==> config.mk <==
export PLATFORM = sky130hd
export DESIGN_NAME = sequence_mul
export DESIGN_NICKNAME = d
export VERILOG_FILES = /design/src/rtl/sequence_mul.sv
export SDC_FILE = /design/constraint.sdc
export NUM_CORES = 1
export LEC_CHECK = 0
export BUFFER_PORTS_ARGS = -buffer_cell sky130_fd_sc_hd__buf_2
export CORE_ASPECT_RATIO = 1.4
export CORE_MARGIN = 2
export CORE_UTILIZATION = 48
export DETAILED_ROUTE_END_ITERATION = 12
export PLACE_DENSITY = 0.73
export SKIP_LAST_GASP = 1
export SLEW_MARGIN = 25
export SYNTH_ARGS = -nofsm -noshare
export SYNTH_HDL_FRONTEND = slang
export SYNTH_SLANG_ARGS = --single-unit
==> constraint.sdc <==
create_clock -name clk -period 3.48 [get_ports clk]
set_clock_uncertainty 0.05 [all_clocks]
set_input_delay 0 -clock clk [delete_from_list [all_inputs] [get_ports clk]]
set_output_delay 0 -clock clk [all_outputs]
set_load 0.02 [all_outputs]
==> src/rtl/sequence_mul.sv <==
// sequence_mul: unsigned 8x8 shift-and-add multiplier, one product per assertion of en.
// Latency: start sampled at edge N, z/z_flag update at edge N+8, z_flag drops at edge N+9.
// Backpressure: none; en is level-sensitive and must fall (HOLD->IDLE) before a new start.
// Ports:
//   clk    - rising-edge clock
//   rst_n  - asynchronous active-low reset
//   en     - start request, sampled while IDLE
//   a, b   - 8-bit unsigned operands, captured on the start edge only
//   z      - 16-bit product register, holds the last completed result
//   z_flag - one-cycle result-valid strobe
module sequence_mul (
  input  logic        clk,
  input  logic        rst_n,
  input  logic        en,
  input  logic [7:0]  a,
  input  logic [7:0]  b,
  output logic [15:0] z,
  output logic        z_flag
);

  typedef enum logic [1:0] {
    IDLE = 2'd0,
    BUSY = 2'd1,
    HOLD = 2'd2
  } state_t;

  state_t      state, state_nxt;
  logic [15:0] mcand;
  logic [7:0]  mplier;
  logic [15:0] acc;
  logic [2:0]  cnt;
  logic [15:0] acc_sum;
  logic        last_iter;

  // Partial-product add for the current iteration; on the final iteration this
  // sum is the complete product and goes straight into z.
  assign acc_sum   = acc + (mplier[0] ? mcand : 16'h0000);
  assign last_iter = (state == BUSY) && (cnt == 3'd7);

  always_comb begin
    state_nxt = state;
    case (state)
      IDLE: if (en) state_nxt = BUSY;
      BUSY: if (cnt == 3'd7) state_nxt = en ? HOLD : IDLE;
      HOLD: if (!en) state_nxt = IDLE;
      default: state_nxt = IDLE;
    endcase
  end

  always_ff @(posedge clk or negedge rst_n) begin
    if (!rst_n) begin
      state <= IDLE;
    end else begin
      state <= state_nxt;
    end
  end

  always_ff @(posedge clk or negedge rst_n) begin
    if (!rst_n) begin
      mcand  <= 16'h0000;
      mplier <= 8'h00;
      acc    <= 16'h0000;
      cnt    <= 3'd0;
      z      <= 16'h0000;
      z_flag <= 1'b0;
    end else begin
      z_flag <= last_iter;
      if (state == IDLE && en) begin
        mcand  <= {8'h00, a};
        mplier <= b;
        acc    <= 16'h0000;
        cnt    <= 3'd0;
      end else if (state == BUSY) begin
        acc    <= acc_sum;
        mcand  <= {mcand[14:0], 1'b0};
        mplier <= {1'b0, mplier[7:1]};
        cnt    <= cnt + 3'd1;
        if (cnt == 3'd7) begin
          z <= acc_sum;
        end
      end
    end
  end

endmodule

==> results_dict.tcl <==
set metrics [dict create \
    status "completed" \
    ys_warn_count 0 \
    layout-drive-gt1-share_pct 14.2 \
    worstMarginPinSlew_ns 0.920 \
    die_w_um 74.1 \
    clk_latency_ns 0.34 \
    min_path_type "in -> async" \
    p_total_mw 3.54 \
    slowest_delay_ns 0.52 \
    cts_num_sinks 62 \
    max_slew_margin_pct 38.4 \
    drv_cap 0 \
    die_h_um 102 \
    ys_seq_area_share_pct 47.0 \
    die_area_um2 7570 \
    async_reset_ff_share_pct 100 \
    dr.pass1.iters 4 \
    r2r_start "mplier[0]" \
    ys.flop_type "dfrtp_1" \
    placed_area_um2 3580 \
    core_um2 6610 \
    p_leak_nw 1.87 \
    setup_viol 0 \
    path_max_fanout 17 \
    cts.path.max_buffers 2 \
    critPathLaunch "mplier[0]" \
    io_buffers 35 \
    place_congestion 0.944 \
    switchingPower_mw 1.49 \
    post-cts-setup-buffers 0 \
    htreeDepth 3 \
    clk_pin_slew_ns 0.07 \
    grt_setup_unrepaired "no" \
    first_global_vias 2746 \
    p_per_area_nw_per_um2 896 \
    cts_root_buf "clkbuf_8" \
    vias 2822 \
    cts_tree "done" \
    ir_worst_vdd_mv 0.511 \
    synth_seq_cells 62 \
    endpoint_kind "flip-flop" \
    nNetsFinal 458 \
    grt_max_degree 37 \
    switching_share_pct 42.2 \
    postCtsResizedCells 0 \
    combPwrFrac_pct 46.9 \
    p_int_mw 2.04 \
    via_per_inst 5.47 \
    final_area_um2 3950 \
    hold_violations 0 \
    grt_usage_pct 21.1 \
    grt_overflow 0 \
    grt_pass1_wl_um 12200 \
    place_hpwl_um 5140 \
    path_cells "and2_1 -> ha_1 -> fa_1 -> a21o_2 -> a311oi_1 -> or4_1 -> a31oi_2 -> o21a_1 -> o31ai_1" \
    rows 35 \
    area_growth_pct 19.5 \
    synth_fp_nets 406 \
    arrival_ns 3.05 \
    synth_cell_type_count 42 \
    tns_ns 0 \
    drtIter0Drc 181 \
    postCtsHoldBufs 18 \
    cp-start-kind "flip-flop" \
    synth_edf_count 0 \
    slowest_stage "dfrtp_1" \
    numCtsBuffers 9 \
    syn_avg_cell_area_um2 8.96 \
    routedWlPerCell_um 13.7 \
    ioPinCount 36 \
    finalMaxSlewViolations 0 \
    antenna_found_initial 0 \
    seq_power_share_pct 35.6 \
    worstPathRequired_ns 3.67 \
    synth.cell_area_um2 3300 \
    drt-total-wl_um 7090 \
    final_antenna_net_count 0 \
    syn_inst 369 \
    initial_core_util_pct 50.0 \
    min_period_over_period_pct 82.2 \
    crit_type "reg -> reg" \
    critPathTopFamily "compound AO/OA/AOI/OAI gates" \
    clock_power_share_pct 17.5 \
    n_antenna_cell 0 \
    crit_buf_inv 0 \
    min_period_ns 2.86 \
    drc 0 \
    fmax_mhz 350 \
]
## power groups by stage
stage | combinational, mW | sequential, mW | clock [mW]
final | 1.66 | 1.26 | 0.619
after global routing | 1.87 | 1.31 | 0.662
after CTS | 1.67 | 1.26 | 0.634
after detailed placement | 1.64 | 1.28 | 0
after global placement | 1.60 | 1.26 | 0
after floorplan | 1.16 | 1.31 | 0
## cells in the final DEF, fill, tap and decap left out, types with 4 or more instances in the layout
cell type	n
nand4_1	4
nand3_1	6
nor2_1	10
clkbuf_8	11
dfrtp_1	62
o21ai_0	40
xnor2_1	4
dlygate4sd3_1	18
nor3_1	4
a21o_1	4
and2_1	17
xor2_1	6
o211ai_1	4
a21oi_1	18
ha_1	17
nand2_1	92
a22oi_1	14
inv_1	7
o22ai_1	6
buf_4	6
buf_2	35
## routing by layer
layer  vias to the layer above  routed length [µm]  part of all wire [%]  GRT usage (%)
li1                       1392                   -                     -              -
met5                         -                   0                     0              0
met4                         0                 188                   2.7           9.65
met2                        49                3620                    51           36.2
met1                      1366                3080                    43           25.2
met3                        15                 198                   2.8           4.04
## worst paths after layout
path / endpoint / slack, ns / cells after the start
max in group asynchronous: cnt[1] / 2.35 / 3
hold / removal: acc[2] / 0.16 / 2
setup / recovery: acc[14] / 0.62 / 9
hold reg to reg: z[9] / 0.42 / 2
min in group clk: mplier[1] / 0.36 / 4
setup reg to reg: acc[14] / 0.62 / 9
## flip-flops by register name, summed over array words and instances, names as in the netlist
name,count
cnt,3
z,16
mcand,16
acc,16
mplier,8
state,2
z_flag,1
## area by class of cell
class                           count  area [µm²]
Clock buffer                       13         159
Clock inverter                      1        30.0
Fill cell                         567        2670
Inverter                            7        26.3
Multi-Input combinational cell    282        1670
Sequential cell                    62        1550
Tap cell                           92         115
Timing Repair Buffer               59         400
## cell usage after synthesis (3+ instances only)
library cell  count  area, µm²
nand2b_1          3       18.8
nand3_1           6       30.0
nand2_1          92        345
xor2_1            6       52.6
a22oi_1          14        105
o21ai_0          40        200
a21o_1            4       30.0
o22ai_1           6       37.5
xnor2_1           4       35.0
nand4_1           4       25.0
or4_1             3       22.5
o211ai_1          4       30.0
ha_1             17        213
nor2b_1           3       18.8
a21oi_1          18       90.1
nor2_1           10       37.5
and2_1           17        106
dfrtp_1          62       1550
o31ai_1           3       22.5
clkbuf_1         14       52.6
a31oi_1           3       18.8
nor3_1            4       20.0
inv_1             7       26.3
## logic make-up (layout without fill, tap and decap cells)
kind of cell | count (synthesis) | after routing | synth area share [%]
AOI/OAI and AO/OA | 102 | 102 | 18.9
xor gates and xnor gates | 10 | 10 | 2.65
adders and majority gates | 18 | 18 | 7.04
buffers and inverters | 25 | 80 | 2.92
DFF | 62 | 62 | 47.0
muxes | 4 | 4 | 1.29
and+or+nand+nor | 148 | 148 | 20.3
## stage by stage
stage | cells | hold slack, ns | setup slack (ns) | util, %
2_1_floorplan | 369 | -0.346 | 0.886 | -
3_3_place_gp | 484 | -0.00659 | 0.728 | 54.1
3_5_place_dp | 484 | -0.000790 | 0.620 | 54.1
4_1_cts | 516 | 0.176 | 0.593 | 59.7
5_1_grt | 516 | 0.239 | 0.457 | 59.7
6_report | 516 | 0.158 | 0.619 | 59.7
Power figures use the tool's default switching activity.
